**config.mk**
```make
export PLATFORM = sky130hd
export DESIGN_NAME = bist_engine_flat
export DESIGN_NICKNAME = d
export VERILOG_FILES = /design/src/rtl/bist_engine_if.sv /design/src/rtl/bist_engine.sv /design/src/flat_wrapper.sv
export SDC_FILE = /design/constraint.sdc
export NUM_CORES = 1
export LEC_CHECK = 0
export BUFFER_PORTS_ARGS = -buffer_cell sky130_fd_sc_hd__buf_4
export CAP_MARGIN = 30
export CORE_MARGIN = 2
export CORE_UTILIZATION = 59
export DETAILED_ROUTE_END_ITERATION = 6
export GPL_TIMING_DRIVEN = 0
export PLACE_DENSITY = 0.84
export SLEW_MARGIN = 10
export SYNTH_ARGS = -nofsm -noshare
export SYNTH_HDL_FRONTEND = slang
export SYNTH_SLANG_ARGS = --single-unit
export TNS_END_PERCENT = 50
```
**constraint.sdc**
```tcl
create_clock -name clock -period 4.5 [get_ports clock]
set_input_delay 0.9 -clock clock [delete_from_list [all_inputs] [get_ports clock]]
set_output_delay 0.9 -clock clock [all_outputs]
set_load 0.05 [all_outputs]
```
**src/rtl/bist_engine_if.sv**
```systemverilog
// Core-side BIST bus: the request/grant channels and the scan port of the
// arbiter core. The engine is the master and the core is the slave.
interface bist_engine_if #(
  parameter int N_CH = 4
);
  logic [N_CH-1:0] dut_req;
  logic [N_CH-1:0] dut_grant;
  logic            dut_reset;
  logic            dut_scan_en;
  logic            dut_scan_in;
  logic            dut_scan_out;

  modport master (
    output dut_req, dut_reset, dut_scan_en, dut_scan_in,
    input  dut_grant, dut_scan_out
  );

  modport slave (
    input  dut_req, dut_reset, dut_scan_en, dut_scan_in,
    output dut_grant, dut_scan_out
  );
endinterface

```
**src/rtl/bist_engine.sv**
```systemverilog
// Built-in self-test engine for an N-channel request/grant arbiter core.
// Passes functional traffic through when idle. A BIST run resets the core,
// drives LFSR patterns, unloads the scan chain and compacts grants plus scan
// data into a MISR that is finally compared with a golden signature.
module bist_engine #(
  parameter int                  N_CH       = 4,
  parameter int                  LFSR_W     = 16,
  parameter logic [LFSR_W-1:0]   LFSR_TAPS  = LFSR_W'(16'hB400),
  parameter logic [LFSR_W-1:0]   LFSR_SEED  = LFSR_W'(16'hACE1),
  parameter int                  MISR_W     = 16,
  parameter logic [MISR_W-1:0]   MISR_POLY  = MISR_W'(16'h1021),
  parameter int                  N_PATTERNS = 64,
  parameter int                  SCAN_LEN   = 8,
  parameter logic [MISR_W-1:0]   GOLDEN     = MISR_W'(16'h6BD2)
) (
  input  logic              clock,
  input  logic              reset,
  input  logic              bist_start,
  input  logic              bist_abort,
  input  logic [N_CH-1:0]   func_req,
  output logic [N_CH-1:0]   grant_o,
  bist_engine_if.master     core,
  output logic              bist_busy,
  output logic              bist_end,
  output logic              pass_fail,
  output logic [MISR_W-1:0] signature_out
);

  localparam int CNT_W = $clog2(N_PATTERNS + SCAN_LEN + 1);

  typedef enum logic [2:0] {IDLE, INIT, RUN, SCAN, DONE} state_t;

  state_t             state, state_next;
  logic [CNT_W-1:0]   cnt, cnt_next;
  logic [LFSR_W-1:0]  lfsr, lfsr_next, lfsr_step;
  logic [MISR_W-1:0]  misr, misr_next, misr_step, compact;
  logic               pass_q, pass_next;
  logic               scan_bit;

  // State, counter, pattern generator, signature and verdict registers.
  always_ff @(posedge clock or negedge reset) begin
    if (!reset) begin
      state  <= IDLE;
      cnt    <= '0;
      lfsr   <= LFSR_SEED;
      misr   <= '0;
      pass_q <= 1'b0;
    end else begin
      state  <= state_next;
      cnt    <= cnt_next;
      lfsr   <= lfsr_next;
      misr   <= misr_next;
      pass_q <= pass_next;
    end
  end

  // Sequencing: abort wins over everything, start is honoured only when idle/done.
  always_comb begin
    state_next = state;
    cnt_next   = cnt;
    case (state)
      IDLE, DONE: begin
        if (bist_start && !bist_abort) begin
          state_next = INIT;
          cnt_next   = '0;
        end
      end
      INIT: begin
        if (bist_abort) begin
          state_next = IDLE;
        end else begin
          state_next = RUN;
          cnt_next   = '0;
        end
      end
      RUN: begin
        if (bist_abort) begin
          state_next = IDLE;
        end else if (cnt == CNT_W'(N_PATTERNS - 1)) begin
          state_next = SCAN;
          cnt_next   = '0;
        end else begin
          cnt_next = cnt + 1'b1;
        end
      end
      SCAN: begin
        if (bist_abort) begin
          state_next = IDLE;
        end else if (cnt == CNT_W'(SCAN_LEN - 1)) begin
          state_next = DONE;
          cnt_next   = '0;
        end else begin
          cnt_next = cnt + 1'b1;
        end
      end
      default: state_next = IDLE;
    endcase
  end

  // LFSR/MISR stepping; the MISR compacts the grant answering the previous pattern.
  always_comb begin
    scan_bit         = (state == SCAN) ? core.dut_scan_out : 1'b0;
    compact          = '0;
    compact[N_CH:0]  = {scan_bit, core.dut_grant};
    lfsr_step        = {lfsr[LFSR_W-2:0], ^(lfsr & LFSR_TAPS)};
    misr_step        = {misr[MISR_W-2:0], 1'b0}
                       ^ (misr[MISR_W-1] ? MISR_POLY : '0)
                       ^ compact;
    lfsr_next        = lfsr;
    misr_next        = misr;
    if (state_next == INIT) begin
      lfsr_next = LFSR_SEED;
      misr_next = '0;
    end else if ((state == RUN || state == SCAN) && !bist_abort) begin
      lfsr_next = lfsr_step;
      misr_next = misr_step;
    end
  end

  // Verdict is captured on the edge that enters DONE, cleared whenever DONE is left.
  always_comb begin
    pass_next = pass_q;
    if (state == SCAN && state_next == DONE) begin
      pass_next = (misr_next == GOLDEN);
    end else if (state_next != DONE) begin
      pass_next = 1'b0;
    end
  end

  // Pin/core muxing: BIST owns the core while busy, otherwise straight passthrough.
  always_comb begin
    bist_busy        = (state == INIT) || (state == RUN) || (state == SCAN);
    bist_end         = (state == DONE);
    pass_fail        = pass_q && (state == DONE);
    signature_out    = misr;
    core.dut_reset   = ~reset | (state == INIT);
    core.dut_scan_en = (state == SCAN);
    core.dut_scan_in = (state == SCAN) ? lfsr[0] : 1'b0;
    core.dut_req     = bist_busy ? lfsr[N_CH-1:0] : func_req;
    grant_o          = bist_busy ? '0 : core.dut_grant;
  end

endmodule

```
**src/flat_wrapper.sv**
```systemverilog
// flat-port wrapper written by rule: the top's interface ports become plain ports
module bist_engine_flat 
#(
  parameter int                  N_CH       = 4,
  parameter int                  LFSR_W     = 16,
  parameter logic [LFSR_W-1:0]   LFSR_TAPS  = LFSR_W'(16'hB400),
  parameter logic [LFSR_W-1:0]   LFSR_SEED  = LFSR_W'(16'hACE1),
  parameter int                  MISR_W     = 16,
  parameter logic [MISR_W-1:0]   MISR_POLY  = MISR_W'(16'h1021),
  parameter int                  N_PATTERNS = 64,
  parameter int                  SCAN_LEN   = 8,
  parameter logic [MISR_W-1:0]   GOLDEN     = MISR_W'(16'h6BD2)
)
  (clock, reset, bist_start, bist_abort, func_req, grant_o, bist_busy, bist_end, pass_fail, signature_out, core_dut_req, core_dut_reset, core_dut_scan_en, core_dut_scan_in, core_dut_grant, core_dut_scan_out);
  bist_engine_if #(.N_CH(N_CH)) core_i ();
  input  logic clock;
  input  logic reset;
  input  logic bist_start;
  input  logic bist_abort;
  input  logic [N_CH-1:0] func_req;
  output logic [N_CH-1:0] grant_o;
  output logic bist_busy;
  output logic bist_end;
  output logic pass_fail;
  output logic [MISR_W-1:0] signature_out;
  output wire logic [$bits(core_i.dut_req)-1:0] core_dut_req;
  output wire logic [$bits(core_i.dut_reset)-1:0] core_dut_reset;
  output wire logic [$bits(core_i.dut_scan_en)-1:0] core_dut_scan_en;
  output wire logic [$bits(core_i.dut_scan_in)-1:0] core_dut_scan_in;
  input wire logic [$bits(core_i.dut_grant)-1:0] core_dut_grant;
  input wire logic [$bits(core_i.dut_scan_out)-1:0] core_dut_scan_out;
  assign core_dut_req = core_i.dut_req;
  assign core_dut_reset = core_i.dut_reset;
  assign core_dut_scan_en = core_i.dut_scan_en;
  assign core_dut_scan_in = core_i.dut_scan_in;
  assign core_i.dut_grant = core_dut_grant;
  assign core_i.dut_scan_out = core_dut_scan_out;
  bist_engine #(.N_CH(N_CH), .LFSR_W(LFSR_W), .LFSR_TAPS(LFSR_TAPS), .LFSR_SEED(LFSR_SEED), .MISR_W(MISR_W), .MISR_POLY(MISR_POLY), .N_PATTERNS(N_PATTERNS), .SCAN_LEN(SCAN_LEN), .GOLDEN(GOLDEN)) u_core (.clock(clock), .reset(reset), .bist_start(bist_start), .bist_abort(bist_abort), .func_req(func_req), .grant_o(grant_o), .core(core_i), .bist_busy(bist_busy), .bist_end(bist_end), .pass_fail(pass_fail), .signature_out(signature_out));
endmodule
```
After elaboration in Yosys (flattened, before gate mapping)
Index checks and enable logic that the tools add are counted.
{ "op_classes": {"addsub": 1, "muxes": 25, "n_reduce_logical": 15, "bitwise_logic": 4, "eq_ne": 14} }
{ "op_table": {"columns": ["op", "count"], "rows": [
  ["$mux W16", 4],
  ["$mux W7", 6],
  ["$pmux W7 S4", 1],
  ["$eq A16 B15 Y1 const B", 1],
  ["$reduce_xor A16 Y1", 1],
  ["$xor A16 B16 Y16", 1],
  ["$xor A16 B5 Y16", 1],
  ["$mux W3", 5],
  ["$mux W13", 1],
  ["$pmux W3 S4", 1],
  ["$mux W4", 2],
  ["$add A7 B1 Y7 const B", 1],
  ["$eq A7 B3 Y1 const B", 1],
  ["$eq A7 B6 Y1 const B", 1],
  ["$eq A3 B1 Y1 const B", 2],
  ["$eq A3 B2 Y1 const B", 2],
  ["$eq A3 B3 Y1 const B", 2],
  ["$ne A2 B2 Y1 const B", 3],
  ["$reduce_and A5 Y1", 1],
  ["$logic_and A1 B1 Y1", 4],
  ["$mux W1", 4],
  ["$reduce_bool A2 Y1", 2],
  ["$reduce_bool A4 Y1", 1],
  ["$logic_not A3 Y1", 1],
  ["8 further kinds", 10]
]} }
{ "totals": {"regBits": 43, "wordCells": 64, "out_inout_bits": 30, "in_bits": 13} }

Depth between registers and ports, before layout
Gate-level depths: netlist (run 1).
{ "logic_depth": {"depth_word": 8, "mapped_depth": 6, "depth_no_buf": 5} }

Worst setup path before layout (run 1)
OpenSTA, ideal clock, no wires.
{ "synth_timing": {"path_kind": "register to output", "startpoint": "reg u_core.state[0]", "endpoint": "out pass_fail", "setup_slack_ns": 1.223, "required_time_ns": 3.600, "arrival_time_ns": 2.377, "stages_incl_launch_ff": 4, "n_path_buf": 1, "cell_sequence": "dfrtp_1 > clkbuf_1 > nor3b_1 > and2_1"} }
{ "synth_between": {"elab_chain_cells": 2} }
{ "synth_lines": {"columns": ["item", "line_no", "text"], "rows": [
  ["start: declaration", "bist_engine.sv:33", "state_t state, state_next;"],
  ["start signal: assignment", "bist_engine.sv:49", "state <= state_next;"],
  ["$eq A3 B3 Y1", null, null],
  ["via bist_end", "flat_wrapper.sv:23", "output logic bist_end;"],
  ["$logic_and A1 B1 Y1", "bist_engine.sv:134", "pass_fail = pass_q && (state == DONE);"],
  ["end: declaration", "flat_wrapper.sv:24", "output logic pass_fail;"]
]} }
The timed path passes the listed nets, and every way through them passes these cells.

Worst setup path in the final report (run 1)
{ "layout_timing": {"startpoint": "reg u_core.state[0]", "endpoint": "out core_dut_req[3]"} }
{ "layout_between": {"elab_chain_cells": 4, "elab_cells_between_ends": 6, "cone_classes": "eq/ne (3); mux (1); reduce/logical (2)"} }
{ "layout_lines": {"columns": ["item", "line_no", "text"], "rows": [
  ["$eq A3 B1 Y1 or $eq A3 B2 Y1 (tied branches)", "bist_engine.sv:132", "bist_busy = (state == INIT) || (state == RUN) || (state == SCAN);"],
  ["$logic_or A1 B1 Y1", "bist_engine.sv:132", null],
  ["$logic_or A1 B1 Y1 (*)", "bist_engine.sv:132", null],
  ["$mux W4 (*)", "bist_engine.sv:139", "core.dut_req = bist_busy ? lfsr[N_CH-1:0] : func_req;"],
  ["end: declaration", "flat_wrapper.sv:26", "output wire logic [$bits(core_i.dut_req)-1:0] core_dut_req;"]
]} }
Every way passes the cells marked *; elsewhere a longest branch is shown, timed or not.

==> flow_metrics.tcl, run 1 <==
set metrics [dict create \
    postCtsResizedCells 0 \
    arrival_ns 2.08 \
    crit_start "u_core.state[0]" \
    cts_buffers 5 \
    remaining_drc_errors 0 \
    rows 22 \
    finalSetupTns_ns 0 \
    ys_ff_latch 43 \
    slew_viol_final 0 \
    via_per_inst 5.54 \
    cts_tree "yes" \
    status "completed" \
    finalCritPeriodShare 0.661 \
    syn-mean-instance-area_um2 8.77 \
    power-per-cell-area_nw_per_um2 378 \
    worstMarginPinSlew_ns 0.625 \
    final_net_count 319 \
    routed_wl_um 4850 \
    clk_latency_ns 0.29 \
    initial_core_util 0.616 \
    overflow 0 \
    die_w_um 65.8 \
    vias 1961 \
    final-setup-viol-count 0 \
    critical_path.max_stage_delay_ns 0.38 \
    cts_buffer_depth 2 \
    slowest_stage "dfrtp_1" \
    drtPass1Iterations 4 \
    fmax_mhz 336 \
    worst-setup-path-type "register to primary output" \
    drive_above_1_share 0.212 \
    synthesis.area_um2 2250 \
    path_clk_slew_ns 0.08 \
    fin_hold_ws_ns 0.492 \
    p_leak_nw 1.24 \
    finClkSkew_ns 0.00650 \
    grt.total_usage 0.252 \
    synth_edf_count 0 \
    initialDrtViolationCount 166 \
    die_h_um 65.8 \
    grt_pass1_wl_um 8420 \
    root_buffer "clkbuf_8" \
    cp-start-kind "register" \
    critPathTopFamily "buffers and inverters" \
    synth_nets 271 \
    cp_cell_sequence "clkbuf_1, o21bai_1, clkbuf_1, inv_1, nand2_1, nand2_1, buf_4" \
    hold_path_class "register to register" \
    rr_worst_depth 6 \
    peakVddDrop_uv 275 \
    dp_hpwl_um 3570 \
    r2r-end "u_core.cnt[6]" \
    num_antenna_cells 0 \
    hold_viol_final 0 \
    cts_max_level 2 \
    synthArstFlopShare 1.00 \
    core_um2 3660 \
    cts.hold.buffers_added 0 \
    ys_warn_count 0 \
    grt_max_degree 45 \
    antenna_found_initial 0 \
    endpoint_kind "primary output" \
    area_growth_pct 20.1 \
    cap_viol_max_count 0 \
    io_buffer_count 41 \
    grt_pass1_vias 1895 \
    regToRegStartpoint "u_core.cnt[0]" \
    die-area_um2 4330 \
    ant_nets 0 \
    post-route-min-period_ns 2.98 \
    worstPathBufferInverterCount 4 \
    num_io_pins 43 \
    post_cts_buffers 0 \
    gp_congestion 0.887 \
    routedWlPerCell_um 13.7 \
    clock_sinks 43 \
    critical_path_depth 7 \
    rrSetupSlack_ns 2.29 \
    path_max_fanout 10 \
    yosysSeqAreaShare 0.482 \
    slew_headroom 0.582 \
    synth.distinct_cells 49 \
    crit_path_end "core_dut_req[3]" \
    critPathRequiredTime_ns 3.60 \
    rsz0062_at_grt "false" \
    ys.flop_type "dfrtp_1" \
    syn_inst 257 \
]
worst reg2reg max path, stage by stage (launching register included):
cell	delay, ns
dfrtp_1	0.41
ha_1	0.23
and2_1	0.16
clkbuf_1	0.15
a31oi_1	0.56
or4b_1	0.49
mux2i_1	0.13
metal layers:
| layer | vias up | part of all wire | GRT usage |
|---|---|---|---|
| met5 | - | 0 | 0 |
| met4 | 0 | 0.0037 | 0.0495 |
| met3 | 4 | 0.041 | 0.0409 |
| met2 | 36 | 0.49 | 0.427 |
| met1 | 948 | 0.46 | 0.345 |
| li1 | 973 | - | - |
synth_stat cells, drive strengths merged, types with 3 or more instances:
cell / n / area (um2)
a211oi: 5 / 37.5
a21oi: 19 / 95.1
and2: 10 / 62.6
buf: 8 / 47.5
clkbuf: 10 / 37.5
dfrtp: 35 / 876
dfstp: 8 / 210
inv: 6 / 22.5
mux2i: 5 / 50.1
nand2: 69 / 259
nand3: 12 / 60.1
nand4: 4 / 25.0
nor2: 10 / 37.5
nor3b: 3 / 22.5
o21a: 3 / 30.0
o21ai: 8 / 40.0
xnor2: 7 / 61.3
cells in the final DEF (no fill, tap or decap), types with 6 or more instances in the layout:
| cell type | instances |
|---|---|
| nor2_1 | 10 |
| dfrtp_1 | 35 |
| nand2_1 | 69 |
| nand3_1 | 12 |
| dfstp_2 | 8 |
| and2_1 | 9 |
| o21ai_0 | 7 |
| a21oi_1 | 19 |
| clkbuf_1 | 11 |
| xnor2_1 | 7 |
| inv_1 | 6 |
| buf_4 | 41 |
how the worst min path moves through the flow:
stage | from | end | slack [ns] | cells after the start
floorplan | u_core.pass_q | u_core.pass_q | 0.46 | 2
global placement | u_core.lfsr[11] | u_core.lfsr[11] | 0.47 | 2
detailed placement | u_core.lfsr[5] | u_core.lfsr[5] | 0.49 | 2
CTS | u_core.lfsr[11] | u_core.lfsr[11] | 0.50 | 2
global route | u_core.lfsr[11] | u_core.lfsr[11] | 0.50 | 2
finish | u_core.lfsr[5] | u_core.lfsr[5] | 0.49 | 2
state kept, by name, summed over array words and instances, names as in the netlist:
name	count
u_core.signature_out	16
u_core.pass_q	1
u_core.state	3
u_core.lfsr	16
u_core.cnt	7
cells by family (layout without fill, tap and decap cells):
group	after synthesis	in the layout	synth area share
adder cells (fa/ha/maj)	1	1	0.00555
AO/OA/AOI/OAI	47	47	0.131
multiplexers	6	6	0.0272
XOR/XNOR	9	9	0.0350
flip-flops	43	43	0.482
AND/OR/NAND/NOR	127	127	0.272
buffers and inverters	24	73	0.0477
power breakdown:
group	internal, mW	total, mW	switching [mW]
Combinational	0.104	0.301	0.196
Clock	0.108	0.235	0.127
Sequential	0.444	0.486	0.0423
Total	0.656	1.02	0.365
layout make-up:
type,count,area (um2)
multi-input cells,190,1060
inverters,6,22.5
plain buffers,18,85.1
well taps,48,60.1
fillers,293,955
flip-flops and latches,43,1090
clock inverters,2,12.5
clock buffers,6,72.6
repair buffers,41,308
metrics by stage:
step | utilization | setup WS, ns | power, mW | area, um2 | instances
5_1_grt | 0.739 | 1.29 | 1.07 | 2710 | 354
6_report | 0.739 | 1.52 | 1.02 | 2710 | 354
3_3_place_gp | 0.716 | 1.86 | 0.788 | 2620 | 346
2_1_floorplan | - | 1.22 | 0.700 | 2250 | 257
3_5_place_dp | 0.716 | 1.84 | 0.796 | 2620 | 346
4_1_cts | 0.739 | 1.52 | 1.03 | 2710 | 354
Power figures use the tool's default switching activity.
==> run 2, diff against run 1 <==
--- a/config.mk
+++ b/config.mk
@@ -5,13 +5,14 @@
 export SDC_FILE = /design/constraint.sdc
 export NUM_CORES = 1
 export LEC_CHECK = 0
+export ABC_AREA = 1
 export BUFFER_PORTS_ARGS = -buffer_cell sky130_fd_sc_hd__buf_4
 export CAP_MARGIN = 30
 export CORE_MARGIN = 2
-export CORE_UTILIZATION = 59
+export CORE_UTILIZATION = 55
 export DETAILED_ROUTE_END_ITERATION = 6
 export GPL_TIMING_DRIVEN = 0
-export PLACE_DENSITY = 0.84
+export PLACE_DENSITY = 0.79
 export SLEW_MARGIN = 10
 export SYNTH_ARGS = -nofsm -noshare
 export SYNTH_HDL_FRONTEND = slang
==> constraint.sdc (replaced) <==
create_clock -name clock -period 2.8 [get_ports clock]
set_input_delay 0.56 -clock clock [delete_from_list [all_inputs] [get_ports clock]]
set_output_delay 0.56 -clock clock [all_outputs]
set_load 0.05 [all_outputs]
==> run 2 against run 1 <==
  * Sequential share of layout area is 1.2 points lower
  * First-iteration DRC count is 42% lower
  * Global-route usage is 2.5 points lower
  * Clock skew is 0.0011 ns lower
  * Register-to-register slack worse by 1.2 ns
  * Combinational power grew to 3.2 times the previous value
  * Critical path type unchanged
  * Largest power group is now combinational logic
==> flow_metrics.tcl, run 2 <==
set metrics [dict create \
    final-setup-viol-count 0 \
    swShare 0.400 \
    die_w_um 68.3 \
    internal-power_mw 1.46 \
    synth_nets 291 \
    clock_sinks 43 \
    cap_viol_max_count 0 \
    routed_wl_um 4690 \
    post-route-min-period_ns 2.28 \
    comb_power_share 0.399 \
    gp_congestion 0.867 \
    synth_edf_count 0 \
    slew_headroom 0.634 \
    synth_top_area_cell "dfrtp_1" \
    routedWlPerCell_um 12.4 \
    initialDrtViolationCount 96 \
    wl_met3_um 218 \
    arrival_ns 1.72 \
    post_cts_buffers 0 \
    die-area_um2 4670 \
    synth_area_leaders "dfrtp_1 (38%), nand2_1 (9.7%), dfstp_2 (9.2%), inv_1 (7.8%), nand3_1 (4.6%)" \
    peakVddDrop_uv 632 \
    worst-setup-path-type "register to primary output" \
    grt_pass1_vias 1766 \
    ant_nets 0 \
    layout_commonest_cell "nand2_1" \
    fmax_mhz 439 \
    dp_hpwl_um 3410 \
    io_buffer_count 42 \
    grt.total_usage 0.227 \
    p_clk_frac 0.234 \
    rows 23 \
    ys.flop_type "dfrtp_1" \
    finalSetupTns_ns 0 \
    clk_latency_ns 0.29 \
    path_max_fanout 8 \
    worstMarginPinSlew_ns 0.549 \
    remaining_drc_errors 0 \
    num_antenna_cells 0 \
    grt_max_degree 45 \
    met2_length_um 2170 \
    initial_core_util 0.569 \
    synth.distinct_cells 32 \
    core_um2 4000 \
    overflow 0 \
    synthArstFlopShare 1.00 \
    ys_warn_count 0 \
    postCtsResizedCells 0 \
    rsz0062_at_grt "false" \
    cts_buffer_depth 2 \
    root_buffer "clkbuf_8" \
    cp-start-kind "register" \
    drtPass1Iterations 4 \
    path_clk_slew_ns 0.08 \
    synthesis.area_um2 2280 \
    drive_above_1_share 0.269 \
    finClkSkew_ns 0.00538 \
    grt_pass1_wl_um 7810 \
    ys_ff_latch 43 \
    synthDominantCellAreaShare 0.385 \
    status "completed" \
    hold_viol_final 0 \
    p_leak_nw 1.50 \
    critPathRequiredTime_ns 2.24 \
    endpoint_kind "primary output" \
    cts_tree "yes" \
    final_net_count 340 \
    slew_viol_final 0 \
    cts.hold.buffers_added 0 \
    cts_buffers 5 \
    yosysSeqAreaShare 0.477 \
    syn-mean-instance-area_um2 8.22 \
    hold_path_class "input pin to asynchronous set/reset pin" \
    finalPower_mw 2.43 \
    finalCritPeriodShare 0.814 \
    die_h_um 68.3 \
    wl_met1_um 2270 \
    syn_inst 277 \
    switching_power_mw 0.970 \
    vias 1890 \
    yosysMostFrequentCell "nand2_1" \
    power-per-cell-area_nw_per_um2 870 \
    top_layer "met4" \
    area_growth_pct 22.6 \
    num_io_pins 43 \
    antenna_found_initial 0 \
    cts_max_level 2 \
    layout_common_cells "nand2_1 (59), inv_1 (47), buf_4 (43)" \
    via_per_inst 5.01 \
    synth_commonest_cells "nand2_1 (59), inv_1 (47), dfrtp_1 (35), nor2_1 (23), nand3_1 (21)" \
    pwr-share-seq 0.367 \
]
[run 2: critical path: stages, from the launching register on]
cell     delay, ns
dfrtp_1       0.48
nor2_4        0.09
nor2_4        0.26
inv_1         0.18
o21ai_0       0.20
buf_4         0.23
[run 2: through the flow]
step | setup slack, ns | std cells | instance area [um2] | hold slack [ns] | util
after CTS | 0.574 | 377 | 2790 | 0.267 | 0.698
final | 0.520 | 377 | 2790 | 0.250 | 0.698
after global placement | 0.885 | 369 | 2650 | 0.461 | 0.663
after floorplan | 0.0923 | 277 | 2280 | 0.264 | -
after global routing | 0.383 | 377 | 2790 | 0.302 | 0.698
after detailed placement | 0.862 | 369 | 2650 | 0.470 | 0.663
[run 2: power groups by stage]
stage / Clock (mW) / Combinational (mW) / Sequential (mW)
finish: 0.568 / 0.968 / 0.891
global route: 0.605 / 1.05 / 0.912
CTS: 0.580 / 0.972 / 0.892
detailed placement: 0 / 0.967 / 0.903
floorplan: 0 / 0.480 / 1.12
global placement: 0 / 0.953 / 0.899
[run 2: kinds of logic after synthesis]
group,count (synthesis),synth area share
AO/OA/AOI/OAI,41,0.116
AND/OR/NAND/NOR,123,0.246
adder cells (fa/ha/maj),1,0.00550
XOR/XNOR,9,0.0346
flip-flops,43,0.477
buffers and inverters,60,0.121
[run 2: cell type report]
type / instances / area (um2)
Fill cell: 328 / 1210
Sequential cell: 43 / 1090
Tap cell: 50 / 62.6
Inverter: 52 / 198
Clock inverter: 3 / 67.6
Timing Repair Buffer: 42 / 315
Buffer: 8 / 77.6
Multi-Input combinational cell: 174 / 915
Clock buffer: 5 / 68.8
[run 2: worst paths after layout]
kind | start | endpoint | slack, ns | cells past startpoint
max in group asynchronous | reset | u_core.lfsr[5] | 2.17 | 1
min in group clock | u_core.lfsr[15] | u_core.lfsr[15] | 0.48 | 2
hold / removal | reset | u_core.signature_out[9] | 0.25 | 1
setup reg to reg | u_core.state[2] | u_core.pass_q | 1.14 | 11
setup / recovery | u_core.state[0] | core_dut_req[0] | 0.52 | 5
hold reg to reg | u_core.lfsr[15] | u_core.lfsr[15] | 0.48 | 2
[run 2: routing by layer]
metal	global-route usage	vias up
met1	0.312	864
met4	0.0750	0
met3	0.0378	4
li1	-	977
met5	0	-
met2	0.365	45
==> run 3, diff against run 2 <==
==> constraint.sdc (replaced) <==
create_clock -name clock -period 2.1 [get_ports clock]
set_input_delay 0.42 -clock clock [delete_from_list [all_inputs] [get_ports clock]]
set_output_delay 0.42 -clock clock [all_outputs]
set_load 0.05 [all_outputs]
==> run 3 against run 2 <==
  * Highest routed layer unchanged
  * First-iteration DRC count up 58%
  * Cell area down 0.40%
  * Largest cell class unchanged
  * Worst setup slack worse by 0.34 ns
==> flow_metrics.tcl, run 3 (synthesis gave the netlist of run 2 again) <==
set metrics [dict create \
    status "completed" \
    worst-setup-path-type "register to primary output" \
    cts.hold.buffers_added 0 \
    grt_max_degree 45 \
    slowest_stage "dfrtp_1" \
    finClkSkew_ns 0.00464 \
    path_max_fanout 8 \
    peakVddDrop_uv 823 \
    placed_cell_area_um2 2650 \
    slew_headroom 0.638 \
    final_area_um2 2780 \
    clock_sinks 43 \
    ant_nets 0 \
    cap_viol_max_count 0 \
    finalPower_mw 3.16 \
    fin_cells 378 \
    arrival_ns 1.50 \
    gp_congestion 0.860 \
    num_antenna_cells 0 \
    drive_above_1_share 0.274 \
    worstMarginPinSlew_ns 0.542 \
    slew_viol_final 0 \
    io_buffer_count 42 \
    endpoint_kind "primary output" \
    rows 23 \
    cts_max_level 2 \
    fin_util 0.695 \
    antenna_found_initial 0 \
    area_growth_pct 22.1 \
    remaining_drc_errors 0 \
    grt_pass1_vias 1736 \
    cts_tree "yes" \
    place_ws_ns 0.309 \
    cts_buffers 5 \
    critical_path.max_stage_delay_ns 0.46 \
    hold_path_class "input pin to asynchronous set/reset pin" \
    final-setup-viol-count 0 \
    rsz0062_at_grt "false" \
    rr_worst_depth 11 \
    routedWlPerCell_um 12.8 \
    drtPass1Iterations 5 \
    die_w_um 68.3 \
    overflow 0 \
    core_um2 4000 \
    clk_latency_ns 0.29 \
    cts_buffer_depth 2 \
    initial_core_util 0.569 \
    cp-start-kind "register" \
    fin_hold_ws_ns 0.112 \
    root_buffer "clkbuf_8" \
    critPathRequiredTime_ns 1.68 \
    layout_commonest_cell "nand2_1" \
    dp_cells 369 \
    grt_pass1_wl_um 7960 \
    fmax_mhz 521 \
    finalSetupTns_ns 0 \
    routed_wl_um 4820 \
    grt.total_usage 0.232 \
    hold_viol_final 0 \
    initialDrtViolationCount 152 \
    fin_ws_ns 0.182 \
    layout_common_cells "nand2_1 (59), inv_1 (46), buf_4 (44)" \
    post-route-min-period_ns 1.92 \
    via_per_inst 5.05 \
    p_leak_nw 1.50 \
    finalCritPeriodShare 0.913 \
    cp_cell_sequence "nor2_4, nor2_4, inv_2, nand2_1, o21ai_1, buf_4" \
    final_net_count 341 \
    path_common_cell "nor2_4" \
    die-area_um2 4670 \
    die_h_um 68.3 \
    num_io_pins 43 \
    vias 1908 \
    path_clk_slew_ns 0.08 \
    power-per-cell-area_nw_per_um2 1140 \
    dp_hpwl_um 3500 \
]
[run 3: area by class of cell]
cell class,count,area (um2)
fillers,326,1220
flip-flops and latches,43,1090
multi-input cells,174,915
repair buffers,43,323
inverters,52,198
clock buffers,6,82.6
plain buffers,8,77.6
well taps,50,62.6
clock inverters,2,35.0
[run 3: worst paths after layout]
check	start	slack, ns	end
worst max register to register	u_core.state[2]	0.42	u_core.pass_q
worst min-delay path	reset	0.11	u_core.signature_out[9]
worst min register to register	u_core.lfsr[15]	0.48	u_core.lfsr[15]
max in group asynchronous	reset	1.61	u_core.lfsr[10]
worst max-delay path	u_core.state[0]	0.18	core_dut_req[1]
min in group clock	bist_abort	0.39	u_core.state[1]
[run 3: critical path: cells and delay by family (launching register included)]
kind | cells | cell delay [ns]
DFF | 1 | 0.46
and+or+nand+nor | 3 | 0.32
AOI/OAI and AO/OA | 1 | 0.08
buffers and inverters | 2 | 0.33
[run 3: power by group]
group	switching, mW	total, mW	internal (mW)
Sequential	0.141	1.19	1.05
Combinational	0.884	1.31	0.423
Clock	0.275	0.660	0.385
[run 3: metal layers]
layer / vias up / part of all wire / wire length, um / track usage
met2: 60 / 0.46 / 2210 / 0.359
met3: 8 / 0.055 / 266 / 0.0493
li1: 974 / - / - / -
met1: 866 / 0.47 / 2290 / 0.327
met5: - / 0 / 0 / 0
met4: 0 / 0.013 / 62 / 0.0725
[run 3: timing repair]
item / CTS / global route
setup buffers: 0 / 1
resized for setup: 0 / 1
hold endpoints to repair: 0 / 0
setup endpoints to repair: 0 / 4
